[config.mk]
export PLATFORM = sky130hd
export DESIGN_NAME = sedec_sched
export DESIGN_NICKNAME = d
export VERILOG_FILES = /design/src/rtl/sedec_pkg.sv /design/src/rtl/sedec_rr_arb.sv /design/src/rtl/sedec_sched.sv
export SDC_FILE = /design/constraint.sdc
export NUM_CORES = 1
export LEC_CHECK = 0
export CAP_MARGIN = 20
export CORE_MARGIN = 5
export CORE_UTILIZATION = 40
export CTS_BUF_LIST = sky130_fd_sc_hd__clkbuf_16
export CTS_CLUSTER_DIAMETER = 200
export DETAILED_ROUTE_END_ITERATION = 6
export GPL_TIMING_DRIVEN = 0
export PLACE_DENSITY_LB_ADDON = 0.25
export SYNTH_ARGS = -nofsm -noshare
export SYNTH_HDL_FRONTEND = slang
export SYNTH_HIERARCHICAL = 1
export SYNTH_SLANG_ARGS = --single-unit
[constraint.sdc]
create_clock -name clk -period 2.5 [get_ports clk]
set_input_delay 0.375 -clock clk [delete_from_list [all_inputs] [get_ports clk]]
set_output_delay 0.375 -clock clk [all_outputs]
set_load 0.02 [all_outputs]
[src/rtl/sedec_pkg.sv]
// Shared types and default sizes for the serial detector scheduler.
package sedec_pkg;
  localparam int WORD_W_DEF = 16;
  localparam int CNT_W_DEF  = 5;

  typedef enum logic [1:0] {
    IDLE  = 2'd0,
    SHIFT = 2'd1,
    DRAIN = 2'd2,
    DONE  = 2'd3
  } state_t;
endpackage

[src/rtl/sedec_rr_arb.sv]
// Two-way round-robin arbiter; the last-served flag favours the other requester on a tie.
module sedec_rr_arb (
  input  logic clk,
  input  logic rst,
  input  logic en,
  input  logic req0,
  input  logic req1,
  output logic gnt0,
  output logic gnt1
);
  logic last;

  // last=1 means requester 1 was served most recently, so req0 wins the first tie
  assign gnt0 = en & req0 & (~req1 | last);
  assign gnt1 = en & req1 & (~req0 | ~last);

  always_ff @(posedge clk) begin
    if (rst) begin
      last <= 1'b1;
    end else if (gnt0 | gnt1) begin
      last <= gnt1;
    end
  end
endmodule

[src/rtl/sedec_sched.sv]
// Schedules two requesters' words through an external serial sequence detector and counts hits.
// Optional build macro SEDEC_SCHED_ABORT_EN adds an abort input that cancels a scan in progress.
module sedec_sched
  import sedec_pkg::*;
#(
  parameter int WORD_W = WORD_W_DEF,
  parameter int CNT_W  = CNT_W_DEF
) (
  input  logic              clk,
  input  logic              rst,
  input  logic              req0,
  input  logic              req1,
  input  logic [WORD_W-1:0] word0,
  input  logic [WORD_W-1:0] word1,
`ifdef SEDEC_SCHED_ABORT_EN
  input  logic              abort,
`endif
  output logic              gnt0,
  output logic              gnt1,
  output logic              det_rst,
  output logic              det_in,
  input  logic              det_hit,
  output logic              busy,
  output logic              done,
  output logic              owner,
  output logic [CNT_W-1:0]  hits,
  output logic [1:0]        dbg_state
);
  localparam int BIT_W = (WORD_W > 1) ? $clog2(WORD_W) : 1;
  localparam logic [BIT_W-1:0] LAST_BIT = BIT_W'(WORD_W - 1);
  localparam logic [CNT_W-1:0] CNT_MAX  = '1;

  state_t            state;
  logic [WORD_W-1:0] sr;
  logic [WORD_W-1:0] word_sel;
  logic [BIT_W-1:0]  bitcnt;
  logic [CNT_W-1:0]  cnt;
  logic [CNT_W-1:0]  cnt_next;
  logic              count_en;
  logic              abort_now;

  sedec_rr_arb u_arb (
    .clk  (clk),
    .rst  (rst),
    .en   ((state == IDLE) & ~rst),
    .req0 (req0),
    .req1 (req1),
    .gnt0 (gnt0),
    .gnt1 (gnt1)
  );

`ifdef SEDEC_SCHED_ABORT_EN
  assign abort_now = abort & ((state == SHIFT) | (state == DRAIN));
`else
  assign abort_now = 1'b0;
`endif

  assign word_sel  = gnt1 ? word1 : word0;
  assign dbg_state = state;

  // The detector output lags its input by one cycle, so the first SHIFT cycle
  // still shows the reset state and the DRAIN cycle carries the last bit's result.
  assign count_en = det_hit & (((state == SHIFT) & (bitcnt != '0)) | (state == DRAIN));
  assign cnt_next = (count_en && cnt != CNT_MAX) ? cnt + 1'b1 : cnt;

  always_ff @(posedge clk) begin
    if (rst) begin
      state   <= IDLE;
      sr      <= '0;
      bitcnt  <= '0;
      cnt     <= '0;
      hits    <= '0;
      owner   <= 1'b0;
      det_in  <= 1'b0;
      det_rst <= 1'b1;
      busy    <= 1'b0;
      done    <= 1'b0;
    end else if (abort_now) begin
      state   <= IDLE;
      det_in  <= 1'b0;
      det_rst <= 1'b1;
      busy    <= 1'b0;
      done    <= 1'b0;
    end else begin
      case (state)
        IDLE: begin
          done <= 1'b0;
          if (gnt0 | gnt1) begin
            state   <= SHIFT;
            owner   <= gnt1;
            sr      <= word_sel << 1;
            det_in  <= word_sel[WORD_W-1];
            bitcnt  <= '0;
            cnt     <= '0;
            det_rst <= 1'b0;
            busy    <= 1'b1;
          end
        end
        SHIFT: begin
          cnt    <= cnt_next;
          bitcnt <= bitcnt + 1'b1;
          if (bitcnt == LAST_BIT) begin
            state  <= DRAIN;
            det_in <= 1'b0;
          end else begin
            det_in <= sr[WORD_W-1];
            sr     <= sr << 1;
          end
        end
        DRAIN: begin
          cnt     <= cnt_next;
          hits    <= cnt_next;
          state   <= DONE;
          det_rst <= 1'b1;
          done    <= 1'b1;
        end
        DONE: begin
          state <= IDLE;
          done  <= 1'b0;
          busy  <= 1'b0;
        end
        default: state <= IDLE;
      endcase
    end
  end
endmodule

* Word level (Yosys, flattened, before mapping)
Index checks and enable logic that the tools add are counted.
Widths: inputs -> output; s select.
** Word-level totals
- Output and inout port bits :: 14
- Register bits :: 38
- Logic and storage cells :: 73
** Operators by class
- Multiplexer cells :: 20
- Add/subtract/negate cells :: 2
- Reduce and logical (&&, ||, !) cells :: 17
- Bitwise gates (word level) :: 15
- Eq/ne operators :: 8
** Operators with widths (count)
- $mux 16 :: 3
- $pmux 16 s2 :: 1
- $reduce_and 2->1 :: 6
- $mux 5 :: 2
- $pmux 5 s2 :: 1
- $reduce_bool 2->1 :: 5
- $pmux 1 s2 :: 4
- $pmux 2 s4 :: 1
- $pmux 4 s2 :: 1
- $and 1x1->1 :: 7
- $add 5x1->5 const B :: 1
- $ne 5x5->1 const B :: 1
- $add 4x1->4 const B :: 1
- $eq 2x2->1 const B :: 2
- $eq 4x4->1 const B :: 1
- $mux 1 :: 4
- $mux 2 :: 2
- $mux 4 :: 1
- $ne 2x1->1 const B :: 2
- $not 1->1 :: 4
- $or 1x1->1 :: 4
- $reduce_bool 4->1 :: 1
- $reduce_or 2->1 :: 2
- $reduce_and 3->1 :: 1
- other kinds (4) :: 4

* Logic depth before layout (Yosys ltp)
- Word-level depth :: 7
- Mapped depth :: 11
- Mapped depth without buffers :: 9

* Hierarchy
Netlist, hierarchy kept.
** By module, submodules not included
- sedec_sched :: sequential area each 720.7 µm², area an instance 2035.7 µm², cells each 238, instances 1
- sedec_rr_arb :: sequential area each 20.0 µm², area an instance 58.8 µm², cells each 8, instances 1

* Worst setup path before layout
No wires, ideal clock.
- Path type :: register to register
- From :: reg state[0], in the netlist dbg_state[0]
- To :: reg sr[10]
- Data arrival time :: 2.781 ns
- Period minus slack after synthesis :: 2.908 ns
- Data required time :: 2.372 ns
- Path slack :: -0.408 ns
- Path buffers :: 2
- Stages on the path, launching flop included :: 12
- Cells stage by stage :: dfxtp_1 -> inv_1 -> ha_1 -> clkbuf_1 -> nor2b_1 -> nand2_1 -> a21oi_1 -> nor3b_2 -> nor3_4 -> buf_6 -> mux2i_1 -> nor2_1
** Between the ends
- Longest elaborated chain between the ends :: 7
- Elaborated cells on any way between the ends :: 15
- Those cells by class :: 3 x eq/ne; 3 x mux; 6 x bitwise; 3 x reduce/logical
** RTL lines
- from (decl) :: line sedec_sched.sv:33 : state_t state;
- from (signal assigned) :: line sedec_sched.sv:68 : state <= IDLE;
- from (signal assigned) :: line sedec_sched.sv:79 : state <= IDLE;
- from (signal assigned) :: line sedec_sched.sv:89 : state <= SHIFT;
- $logic_not 2->1 :: line sedec_sched.sv:45 : .en ((state == IDLE) & ~rst),
- $and 1x1->1 :: line sedec_sched.sv:45
- $and 1x1->1 (2 in a row) :: line sedec_rr_arb.sv:14 : assign gnt0 = en & req0 & (~req1 | last);
- net gnt0 :: line sedec_sched.sv:18 : output logic gnt0,
- $or 1x1->1 :: line sedec_sched.sv:88 : if (gnt0 | gnt1) begin
- $ne 2x1->1 (no source line)
- $reduce_and 3->1 (no source line)
- to (signal assigned) :: line sedec_sched.sv:91 : sr <= word_sel << 1;
- to (signal assigned) :: line sedec_sched.sv:107 : sr <= sr << 1;
- to (decl) :: line sedec_sched.sv:34 : logic [WORD_W-1:0] sr;
The timed path passes the listed nets, and every way through them passes these cells. The select of a mux whose other input is x is not followed.
A chain may end at the register's enable or synchronous reset.

* Worst setup path in the final report
- From :: reg state[0], in the netlist dbg_state[0]
- To :: out gnt0
** Between the ends
- Longest elaborated chain between the ends :: 4
** RTL lines (line)
- $logic_not 2->1 :: sedec_sched.sv:45
- $and 1x1->1 :: sedec_sched.sv:45
- $and 1x1->1 (2 in a row) :: sedec_rr_arb.sv:14
- to (decl) :: sedec_sched.sv:18
No other way between the ends.

==> impl_metrics.json <==
{
  "timing.hold.worst.start": "hits[4]",
  "fin_setup_tns_ns": 0,
  "critical_path_peak_fanout": 10,
  "hpwl_um": 3801,
  "final.setup_skew_ns": 0.002847,
  "worst_hold_path.endpoint": "hits[4]",
  "synth_largest_area_cell": "dfxtp_1",
  "synthesis.instances": 246,
  "drv.max_cap_violation_count": 0,
  "finish.net_count": 354,
  "synth-async-reset-ratio_pct": 0,
  "die_area_sq_um": 6783,
  "ys_top_cells_by_area": "dfxtp_1, mux2i_1, nor2_1",
  "finalCritPeriodShare_pct": 93.66,
  "crit_buf_inv": 3,
  "maxSlewViolCount": 0,
  "post_dr_vias_cell": 5.087,
  "groute.layer.met2.usage_pct": 26.12,
  "clock_network_power_share_pct": 18.9,
  "worstRegToRegCells": 11,
  "timing.setup.critical_path_class": "reg -> out",
  "timing.critical_path.arrival_ns": 1.97,
  "r2r_slack_ns": 0.19,
  "cts_hold_buf": 0,
  "post-synth-top-count-cell": "dfxtp_1",
  "regToRegEndpoint": "cnt[4]",
  "post-route-min-period_ns": 2.342,
  "cell_internal_pwr_mw": 1.884,
  "remaining_drc_errors": 0,
  "routed_wl_um": 5194,
  "grt_start_max_net_pins": 11,
  "synth_warnings": 6,
  "yosys-top-cells-count": "dfxtp_1, mux2i_1, nor2_1, nand2_1, o21ai_0",
  "worst_ep_required_time_ns": 2.12,
  "instance_count_along_the_most_critical_hold_path": 2,
  "timing.slew.headroom_pct": 62.86,
  "cts-root-to-sink-buffers": 2,
  "synthesis.area_per_instance_sq_um": 8.514,
  "synth-edff-count": 0,
  "power_density_over_cell_area_nw_per_um2": 1075,
  "ys_seq_elements": 37,
  "stdcell_area_sq_um": 2894,
  "finalWorstSetupSlack_ns": 0.1584,
  "cp-end-kind": "primary output",
  "synth_top_flop_cell": "dfxtp_1",
  "cp-startpoint": "dbg_state[0]",
  "pin_count": 51,
  "gpl.final_weighted_congestion": 0.8505,
  "detail_route.iter0.violations": 30,
  "grt_overflow": 0,
  "rows": 26,
  "max_clock_freq_mhz": 427.1,
  "finalHoldViolCount": 0,
  "floorplan.initialDensity_pct": 41.01,
  "unrepaired_setup_endpoints_after_global_routing": "false",
  "post_place_cell_area_sq_um": 2705,
  "first_global_vias": 1809,
  "cts_buf_count": 5,
  "worstPathCellList": "inv_1, ha_2, clkbuf_4, nor2b_2, nand2_1, a21oi_4, clkdlybuf4s15_2",
  "htreeDepth": 2,
  "synth_cell_type_count": 43,
  "clock_latency_ns": 0.28,
  "postRouteAntennaNets": 0,
  "fp.dieW_um": 82.36,
  "met3_resource_use_gr_pct": 4.230,
  "result_of_the_run": "finished clean",
  "worst_path_dominant_cell_family": "buffers and inverters",
  "postSynthNetCount": 292,
  "worst_path_max_delay_cell": "dfxtp_2",
  "power_switching_mw": 1.227,
  "numClockSinks": 37,
  "max_slew.worst_pin.slew_ns": 0.5513,
  "syn2layout_area_growth_pct": 38.17,
  "synth_top_area_share_pct": 35.36,
  "detailroute.via_count": 1923,
  "insertedDiodeCount": 0,
  "grt_util_all_layers_pct": 15.83,
  "fraction_of_power_spent_switching_nets_pct": 39.45,
  "root_buffer": "clkbuf_16",
  "synth_area_sq_um": 2095,
  "global_route.peak_usage_layer": "met2",
  "peakVddDrop_v": 0.0004726,
  "io_buffer_count": 50,
  "post_drt_wl_per_cell_um": 13.74,
  "critical-path-max-stage-delay_ns": 0.34,
  "share_of_final_layout_standard_cells_stronger_than_drive_strength_1_pct": 10.71,
  "layout.filler_cells": 480,
  "holdCritPathClass": "reg -> reg",
  "total_leakage_power_nw": 1.081,
  "seqPwrFrac_pct": 28.6,
  "cts_tree": "yes",
  "core-area_sq_um": 5107,
  "antenna_found_initial": 0,
  "portion_of_the_post_synthesis_area_used_by_sequential_elements_pct": 35.36,
  "crit_path_start_kind": "register",
  "clk_pin_slew_ns": 0.05,
  "detailedRoute.firstPassIterationCount": 4,
  "grt.met1_usage_pct": 19.99,
  "worst_setup_timing_slack_at_the_placement_stage_ns": -0.4054,
  "chipHeight_um": 82.36,
  "p_comb_share_pct": 52.5,
  "finalSetupViolations": 0,
  "worst_r2r_startpoint": "dbg_state[0]",
  "global_route_wire_length_before_repair_um": 8197
}
cells in the final DEF (no fill, tap or decap), types with 5 or more instances in the layout:
cell type        count
clkdlybuf4s50_1     48
dfxtp_1             35
nor2_1              33
mux2i_1             33
nand2_1             26
o21ai_0             21
a21oi_1              9
ha_1                 8
buf_4                7
inv_1                6
clkbuf_1             6
nand3b_1             6
nand3_1              5
a211oi_1             5
clkbuf_16            5
per-layer routing:
layer,share of wire (%),vias to the layer above
met5,0,-
met4,1.2,0
met3,6.4,7
met2,46,53
met1,46,867
li1,-,996
stage by stage:
stage	hold slack [ns]	util [%]	total power [mW]	cells
floorplan	0.4540	-	1.983	246
global placement	0.4736	52.96	2.413	366
detailed placement	0.4762	52.96	2.435	366
CTS	0.4873	56.08	3.069	376
global route	0.5225	56.66	3.342	378
finish	0.4831	56.66	3.112	378
worst max-delay path by stage:
| stage | end | slack, ns | depth (start not counted) |
|---|---|---|---|
| detailed placement | sr[7] | -0.41 | 10 |
| finish | gnt0 | 0.16 | 7 |
| global placement | cnt[1] | -0.37 | 10 |
| global route | sr[15] | 0.02 | 11 |
| floorplan | sr[10] | 0.01 | 11 |
| CTS | gnt1 | 0.01 | 7 |
layout make-up:
type / count / area, sq um / share of cell area [%]
multi-input cells: 189 / 1296 / 44.79
flip-flops and latches: 37 / 743.2 / 25.68
repair buffers: 55 / 534.3 / 18.46
clock buffers: 5 / 125.1 / 4.323
well taps: 70 / 87.58 / 3.026
plain buffers: 15 / 81.33 / 2.810
inverters: 5 / 18.77 / 0.6485
clock inverters: 2 / 7.507 / 0.2594
cells by family (layout without fill, tap and decap cells):
| logic type | Yosys count | in the layout | synth area share (%) |
|---|---|---|---|
| muxes | 33 | 33 | 15.77 |
| AOI/OAI and AO/OA | 54 | 54 | 15.89 |
| xor gates and xnor gates | 2 | 2 | 0.8365 |
| adders and majority gates | 9 | 9 | 5.376 |
| buffers and inverters | 20 | 82 | 4.182 |
| DFF | 37 | 37 | 35.36 |
| and+or+nand+nor | 91 | 91 | 22.58 |
power groups by stage:
stage / logic [mW] / clock network [mW] / registers, mW
floorplan: 1.02 / 0 / 0.958
global route: 1.81 / 0.618 / 0.917
CTS: 1.58 / 0.600 / 0.889
finish: 1.63 / 0.587 / 0.891
detailed placement: 1.53 / 0 / 0.900
global placement: 1.52 / 0 / 0.893
registers in the layout, indices dropped and copies added (netlist names):
name        cells
sr             15
cnt             5
hits            5
bitcnt          4
dbg_state       2
busy            1
det_in          1
det_rst         1
done            1
owner           1
u_arb/last      1
what timing repair did:
item / 4_1_cts / 5_1_grt
resized for setup: 7 / 16
cloned: 0 / 1
setup endpoints to repair: 29 / 31
setup buffers: 3 / 1
pin swaps: 1 / 1
worst min-delay path, cell delays in order (launching register included):
cell	delay (ns)
dfxtp_1	0.31
nor2_1	0.08
a211oi_1	0.05
Power figures use the tool's default switching activity.
